$ cat config.mk
export PLATFORM = sky130hd
export DESIGN_NAME = filter_sel_encoder
export DESIGN_NICKNAME = d
export VERILOG_FILES = /design/src/rtl/filter_enc_pkg.sv /design/src/rtl/filter_sel_encoder_find_first_n.sv /design/src/rtl/filter_sel_encoder.sv
export SDC_FILE = /design/constraint.sdc
export NUM_CORES = 1
export LEC_CHECK = 0
export BUFFER_PORTS_ARGS = -buffer_cell sky130_fd_sc_hd__clkbuf_2
export CAP_MARGIN = 10
export CORE_MARGIN = 8
export CORE_UTILIZATION = 45
export CTS_CLUSTER_DIAMETER = 60
export DETAILED_ROUTE_END_ITERATION = 8
export GPL_ROUTABILITY_DRIVEN = 0
export PLACE_DENSITY = 0.73
export SLEW_MARGIN = 5
export SYNTH_ARGS = -nofsm -noshare
export SYNTH_HDL_FRONTEND = slang
export SYNTH_SLANG_ARGS = --single-unit
$ cat constraint.sdc
create_clock -name clk -period 2.6 [get_ports clk]
set_input_delay 0.39 -clock clk [delete_from_list [all_inputs] [get_ports clk]]
set_output_delay 0.39 -clock clk [all_outputs]
set_load 0.005 [all_outputs]
$ cat src/rtl/filter_enc_pkg.sv
// Shared types and helpers for the filter-select encoder/decoder pair.
package filter_enc_pkg;

  typedef enum logic {IDLE, BUSY} state_t;

  // Width of a channel index field; never narrower than one bit.
  function automatic int idx_width(input int n);
    return (n <= 1) ? 1 : $clog2(n);
  endfunction

  // Flat slot number of slot s in macro m.
  function automatic int slot_index(input int m, input int s, input int max_num_filter);
    return m * max_num_filter + s;
  endfunction

endpackage

$ cat src/rtl/filter_sel_encoder_find_first_n.sv
// Picks the MAX_NUM_FILTER lowest set bits of one macro's mask and
// returns their indices, valid flags and the mask with those bits cleared.
module find_first_n #(
  parameter int OUT_CH         = 64,
  parameter int MAX_NUM_FILTER = 1,
  parameter int BIT_OUT_CH     = 6
) (
  input  logic [OUT_CH-1:0]                    mask,
  output logic [MAX_NUM_FILTER*BIT_OUT_CH-1:0] idx,
  output logic [MAX_NUM_FILTER-1:0]            vld,
  output logic [OUT_CH-1:0]                    rest
);

  logic [OUT_CH-1:0] work;
  logic              found;

  always_comb begin
    work  = mask;
    idx   = '0;
    vld   = '0;
    found = 1'b0;
    for (int unsigned s = 0; s < MAX_NUM_FILTER; s++) begin
      found = 1'b0;
      for (int unsigned c = 0; c < OUT_CH; c++) begin
        if (!found && work[c]) begin
          found                          = 1'b1;
          idx[s*BIT_OUT_CH +: BIT_OUT_CH] = BIT_OUT_CH'(c);
          work[c]                        = 1'b0;
        end
      end
      vld[s] = found;
    end
    rest = work;
  end

endmodule

$ cat src/rtl/filter_sel_encoder.sv
// Serialises a multi-hot per-macro select bitmap into packed WHICH_FILTER
// index beats with ready/valid handshakes on both sides.
module filter_sel_encoder
  import filter_enc_pkg::*;
#(
  parameter  int NUM_MACRO      = 1,
  parameter  int OUT_CH         = 64,
  parameter  int MAX_NUM_FILTER = 1,
  localparam int BIT_OUT_CH     = idx_width(OUT_CH)
) (
  input  logic                                          clk,
  input  logic                                          rst_n,
  input  logic                                          in_valid,
  output logic                                          in_ready,
  input  logic [NUM_MACRO*OUT_CH-1:0]                   SEL_MASK,
  output logic                                          out_valid,
  input  logic                                          out_ready,
  output logic [NUM_MACRO*MAX_NUM_FILTER*BIT_OUT_CH-1:0] WHICH_FILTER,
  output logic [NUM_MACRO*MAX_NUM_FILTER-1:0]           FILTER_VLD,
  output logic                                          out_last
);

  localparam int SLOTS = NUM_MACRO * MAX_NUM_FILTER;

  state_t state_q, state_d;

  logic [NUM_MACRO*OUT_CH-1:0]          src_mask;
  logic [NUM_MACRO*OUT_CH-1:0]          rem_q;
  logic [NUM_MACRO*OUT_CH-1:0]          rem_d;
  logic [MAX_NUM_FILTER*BIT_OUT_CH-1:0] macro_idx [NUM_MACRO];
  logic [MAX_NUM_FILTER-1:0]            macro_vld [NUM_MACRO];
  logic [SLOTS*BIT_OUT_CH-1:0]          wf_d;
  logic [SLOTS-1:0]                     fv_d;

  logic accept, advance, finish;

  // In IDLE the finder looks at the incoming mask so beat 0 lands one cycle after accept.
  assign src_mask = (state_q == IDLE) ? SEL_MASK : rem_q;

  for (genvar m = 0; m < NUM_MACRO; m++) begin : g_macro
    find_first_n #(
      .OUT_CH         (OUT_CH),
      .MAX_NUM_FILTER (MAX_NUM_FILTER),
      .BIT_OUT_CH     (BIT_OUT_CH)
    ) u_find (
      .mask (src_mask[m*OUT_CH +: OUT_CH]),
      .idx  (macro_idx[m]),
      .vld  (macro_vld[m]),
      .rest (rem_d[m*OUT_CH +: OUT_CH])
    );
  end

  always_comb begin
    wf_d = '0;
    fv_d = '0;
    for (int unsigned m = 0; m < NUM_MACRO; m++) begin
      for (int unsigned s = 0; s < MAX_NUM_FILTER; s++) begin
        wf_d[slot_index(m, s, MAX_NUM_FILTER)*BIT_OUT_CH +: BIT_OUT_CH] =
          macro_idx[m][s*BIT_OUT_CH +: BIT_OUT_CH];
        fv_d[slot_index(m, s, MAX_NUM_FILTER)] = macro_vld[m][s];
      end
    end
  end

  assign accept  = in_valid && (state_q == IDLE);
  assign advance = (state_q == BUSY) && out_ready && !out_last;
  assign finish  = (state_q == BUSY) && out_ready && out_last;

  always_ff @(posedge clk or negedge rst_n) begin
    if (!rst_n) state_q <= IDLE;
    else        state_q <= state_d;
  end

  always_comb begin
    state_d = state_q;
    case (state_q)
      IDLE:    if (accept) state_d = BUSY;
      BUSY:    if (finish) state_d = IDLE;
      default: state_d = IDLE;
    endcase
  end

  always_comb begin
    in_ready  = (state_q == IDLE);
    out_valid = (state_q == BUSY);
  end

  always_ff @(posedge clk or negedge rst_n) begin
    if (!rst_n) begin
      WHICH_FILTER <= '0;
      FILTER_VLD   <= '0;
      out_last     <= 1'b0;
      rem_q        <= '0;
    end else if (accept || advance) begin
      WHICH_FILTER <= wf_d;
      FILTER_VLD   <= fv_d;
      out_last     <= ~|rem_d;
      rem_q        <= rem_d;
    end else if (finish) begin
      WHICH_FILTER <= '0;
      FILTER_VLD   <= '0;
      out_last     <= 1'b0;
      rem_q        <= '0;
    end
  end

endmodule

[Word-level counts from Yosys, hierarchy flattened]
Index checks and enable logic that the tools add are counted.
Storage, ports and cells
  flip-flop bits (word level): 73
  output and inout bits: 10
  word-level logic and storage cells: 342
Cells by class
  mux-type cells: 201
  bitwise operators: 1
  reduce and logical (&&, ||, !) cells: 135
Operators with widths (count)
  $mux W6: 34
  $mux W64: 3
  $mux W1: 133
  $mux W5: 16
  $logic_and A1 B1 Y1: 67
  $logic_not A1 Y1: 65
  $reduce_or A63 Y1: 1
  $mux W4: 8
  $mux W3: 4
  $mux W2: 2
  $pmux W1 S2: 1
  $reduce_bool A2 Y1: 1
  $logic_or A1 B1 Y1: 1
  $not A1 Y1: 1

[Logic depth before layout (Yosys ltp)]
  depth in word-level cells: 194
  mapped depth: 15
  depth with buffers taken out: 8

[By module]
Synthesis repeated with hierarchy kept, for this count alone.
Unflattened totals
  cell total of the unflattened synthesis: 542
  area, all modules: 5181.2 µm²
Modules (own cells, without submodules)
  filter_sel_encoder: times used 1, cells each 258, area each 3459.6 µm²
  find_first_n: times used 1, cells each 284, area each 1721.7 µm²

[Worst setup path after synthesis]
No wires, ideal clock.
  kind: register to register
  start: register state_q, in the netlist out_valid
  end: register out_last
  setup time: 0.095 ns
  data arrival time: 2.739 ns
  path slack: -0.234 ns
  stages on the path, launching flop included: 12
  path through: dfrtp_1 > buf_6 > or3_1 > a2bb2o_4 > buf_6 > or3_4 > buf_6 > or3b_1 > nand2_1 > and4_1 > nand4_1 > o31ai_1
Between the ends
  cells in the longest elaborated chain, start to end: 194
  elaborated cells on any way between the ends: 263
  those cells by class: mux (128); bitwise (1); reduce/logical (134)
Ends and longest elaborated chain
  start: declaration: line filter_sel_encoder.sv:25  | state_t state_q, state_d;
  start signal: assignment: line filter_sel_encoder.sv:71  | else state_q <= state_d;
  $mux W64: line filter_sel_encoder.sv:38  | assign src_mask = (state_q == IDLE) ? SEL_MASK : rem_q;
  $mux W1: line filter_sel_encoder_find_first_n.sv:25  | if (!found && work[c]) begin
  $logic_not A1 Y1: line filter_sel_encoder_find_first_n.sv:25
  $logic_and A1 B1 Y1: line filter_sel_encoder_find_first_n.sv:25
  $mux W1: line filter_sel_encoder_find_first_n.sv:25
  $logic_not A1 Y1: line filter_sel_encoder_find_first_n.sv:25
  $logic_and A1 B1 Y1: line filter_sel_encoder_find_first_n.sv:25
  $mux W1: line filter_sel_encoder_find_first_n.sv:25
  (+178 left out)
  $logic_and A1 B1 Y1: line filter_sel_encoder_find_first_n.sv:25
  $mux W1: line filter_sel_encoder_find_first_n.sv:25
  $logic_not A1 Y1: line filter_sel_encoder_find_first_n.sv:25
  $logic_and A1 B1 Y1: line filter_sel_encoder_find_first_n.sv:25
  $mux W1: line filter_sel_encoder_find_first_n.sv:25
  $reduce_or A63 Y1: line filter_sel_encoder.sv:97  | out_last <= ~|rem_d;
  $logic_not A1 Y1: line filter_sel_encoder.sv:97
  $mux W1: line filter_sel_encoder.sv:94  | end else if (accept || advance) begin
  end signal: assignment: line filter_sel_encoder.sv:97
  end: declaration: line filter_sel_encoder.sv:20  | output logic out_last
Several ways; a longest one is shown, not always the timed one.
A chain may end at the register's enable or synchronous reset.

[Worst setup path after layout]
Ends and elaborated chain as after synthesis.

==> metrics.cfg <==
[run_status]
outcome=finished with violations
violations=negative setup slack

[sta]
fmax_mhz=325
fin_crit_ns=3.08
finalCritPeriodShare_pct=119
setup_viol=41
worst_pin_slew_ns=0.646
worst_slack_ns=-0.481
hold_viol_final=0
slew_viol_final=0
setup_tns_ns=-7.31
slew_headroom_pct=56.9
whs_ns=0.0466
skew_ns=0.0127
rsz0062_at_grt=true

[power]
power_frac_comb_pct=79.6
netSwitchingFraction_pct=45.8
p_leak_nw=4.50
power_mw=13.3
p_seq_share_pct=11.9
peakVddDrop_mv=1.00
pwr-share-clk_pct=8.5
p_per_area_mw_per_mm2=1410
internal_power_mw=7.21
p_sw_mw=6.09

[final_layout]
drive_gt1_share_pct=46.4
final_util_pct=71.7
syn2layout_area_growth_pct=56.0
antennaDiodeCount=0
fin_nets=1129
stdcell_area_sq_mm=0.00946

[detailed_routing]
drtAntennaViolNets=0
drt_wl_total_um=25300
vias=7927
post_drt_via_cell_ratio=6.38
wl_per_cell_um=20.4
drt-initial-drc-count=873
drc_errors=0
dr.pass1.iters=6

[synthesis]
postSynthAreaPerCell_sq_um=8.18
postSynthCellCount=741
synth_fp_nets=809
synth_area_sq_mm=0.00606
yosys_warnings=0
ys.flop_type=dfrtp_1
synth_edf_count=0
async_flop_share_pct=100
synth_cell_types=73
yosysSeqAreaShare_pct=29.7
ys_ff_latch=72

[placement]
io_buffers=77
dp_hpwl_um=17900
placed_cell_area_sq_mm=0.00853

[global_route]
grt_pass1_vias=7641
grt_pass1_wl_um=38500
grt_max_degree=46
antenna_found_initial=0
track_usage_pct=27.1
grt_overflow=0

[cts]
tritoncts=done
clkTransAtPathRegs_ns=0.06
numCtsBuffers=9
h-tree-depth=3
hold_buffers=0
cts_buffer_depth=2
cts.sinks=72
clk_latency_ns=0.36
root_buffer=clkbuf_16

[worst_setup_path]
rrSetupSlack_ns=-0.48
critPathMaxStageDelay_ns=0.52
path_buf_inv=3
critical_path.endpoint_type=flip-flop
slowest_stage=dfrtp_4
crit_family=compound AO/OA/AOI/OAI gates
path_cells=buf_12, mux2i_1, o211ai_1, buf_4, nor4_4, buf_4, nand4_1, o211ai_1, o31a_1, nand4bb_1, o31ai_1
critical_path_cell_count=11
start_kind=flip-flop
worst_ep_arrival_time_ns=3.35
path_max_fanout=11
crit_type=flip-flop to flip-flop
reg2reg_depth=11
crit_required_ns=2.87

[floorplan]
start_util_pct=46.0
die_w_um=132
fp.dieH_um=132
ioPinCount=78
core_sq_mm=0.0132
die_area_sq_mm=0.0174
rows=42

[flow_run]
max_cap_viol_count=0

[min_path]
hp-class=input pin to asynchronous set/reset pin

==> registers in the layout, summed over array words and instances (netlist names) <==
| name | count |
|---|---|
| FILTER_VLD | 1 |
| WHICH_FILTER | 6 |
| out_last | 1 |
| out_valid | 1 |
| rem_q | 63 |
==> through the flow <==
step	setup slack, ns	cells
2_1_floorplan	-0.114	741
3_3_place_gp	-0.537	1206
3_5_place_dp	-0.609	1206
4_1_cts	-0.373	1233
5_1_grt	-0.565	1242
6_report	-0.481	1242
==> metal layers <==
metal,share of wire (%),GRT usage (%),wire length (um)
met2,46,44.2,11700
met5,0,0,0
met4,4.6,11.3,1160
met3,10,7.28,2650
met1,39,33.0,9810
==> cells in the final DEF (no fill, tap or decap), drive strengths merged, types with 10 or more instances in the layout <==
cell type | synthesis | layout
o31ai | 14 | 14
a31oi | 10 | 10
nand2 | 105 | 105
clkbuf | 15 | 92
dfrtp | 72 | 72
o22ai | 14 | 14
mux2 | 22 | 22
o21ai | 61 | 61
buf | 30 | 277
mux2i | 25 | 25
o211ai | 12 | 12
nor2 | 54 | 54
nor2b | 13 | 13
inv | 15 | 15
a32o | 26 | 26
nor3b | 16 | 16
nor3 | 31 | 31
nand3 | 19 | 19
a22o | 11 | 11
nor4 | 15 | 15
a21oi | 38 | 38
==> Yosys cell counts, types with 4 or more instances <==
master / count / area [sq um]
nand2b_1: 7 / 43.8
o31ai_1: 14 / 105
o21ai_0: 61 / 305
buf_2: 17 / 85.1
nor2b_1: 13 / 81.3
nor2_1: 54 / 203
mux2_2: 22 / 248
inv_1: 15 / 56.3
or3_1: 8 / 50.1
o211ai_1: 12 / 90.1
a22oi_1: 8 / 60.1
a32o_1: 26 / 260
dfrtp_1: 72 / 1800
nand3b_1: 4 / 30.0
a22o_1: 11 / 96.3
nand4_1: 6 / 37.5
nand2_1: 105 / 394
a2111oi_0: 6 / 52.6
nor4_1: 12 / 75.1
buf_6: 6 / 67.6
o22ai_1: 13 / 81.3
nor3_1: 29 / 145
or3b_2: 6 / 52.6
o32a_1: 4 / 40.0
nor3b_1: 14 / 105
mux2i_1: 25 / 250
nand3_1: 19 / 95.1
o32ai_1: 7 / 61.3
clkbuf_1: 15 / 56.3
a211oi_1: 6 / 45.0
a31oi_1: 10 / 62.6
buf_4: 4 / 30.0
or2_2: 4 / 25.0
a21oi_1: 38 / 190
==> cells by family (layout without fill, tap and decap cells) <==
group | after synthesis | in the layout | synth area share (%)
AND/OR/NAND/NOR | 314 | 314 | 28.0
AO/OA/AOI/OAI | 248 | 248 | 29.0
flip-flops | 72 | 72 | 29.7
buffers and inverters | 60 | 385 | 5.06
multiplexers | 47 | 47 | 8.21
==> worst paths after layout <==
check | end | startpoint
setup / recovery | out_last | out_valid
hold / removal | rem_q[9] | rst_n
setup reg to reg | out_last | out_valid
hold reg to reg | FILTER_VLD | FILTER_VLD
max in group asynchronous | rem_q[35] | rst_n
min in group clk | rem_q[51] | SEL_MASK[51]
==> cell type report <==
class / count / area [sq um]
inverter: 15 / 56.3
multi-input combinational: 609 / 4500
fill: 900 / 3730
tap: 176 / 220
sequential: 72 / 1810
clock buffer: 15 / 248
clock inverter: 1 / 5.00
timing repair buffer: 354 / 2620
==> power by group through the flow <==
| stage | combinational, mW | clock (mW) | sequential [mW] |
|---|---|---|---|
| floorplan | 4.39 | 0 | 1.55 |
| global placement | 8.27 | 0 | 1.56 |
| detailed placement | 8.39 | 0 | 1.57 |
| CTS | 9.36 | 1.14 | 1.55 |
| global route | 11.1 | 1.18 | 1.60 |
| finish | 10.6 | 1.13 | 1.58 |
==> timing repair <==
action	CTS	global route
gates resized for setup	72	51
pin swaps	26	13
endpoints found under the hold margin	0	0
gates cloned	0	1
buffers inserted	11	8
endpoints found under the setup margin	49	51
Note: power is estimated with default switching activity, not from simulation.
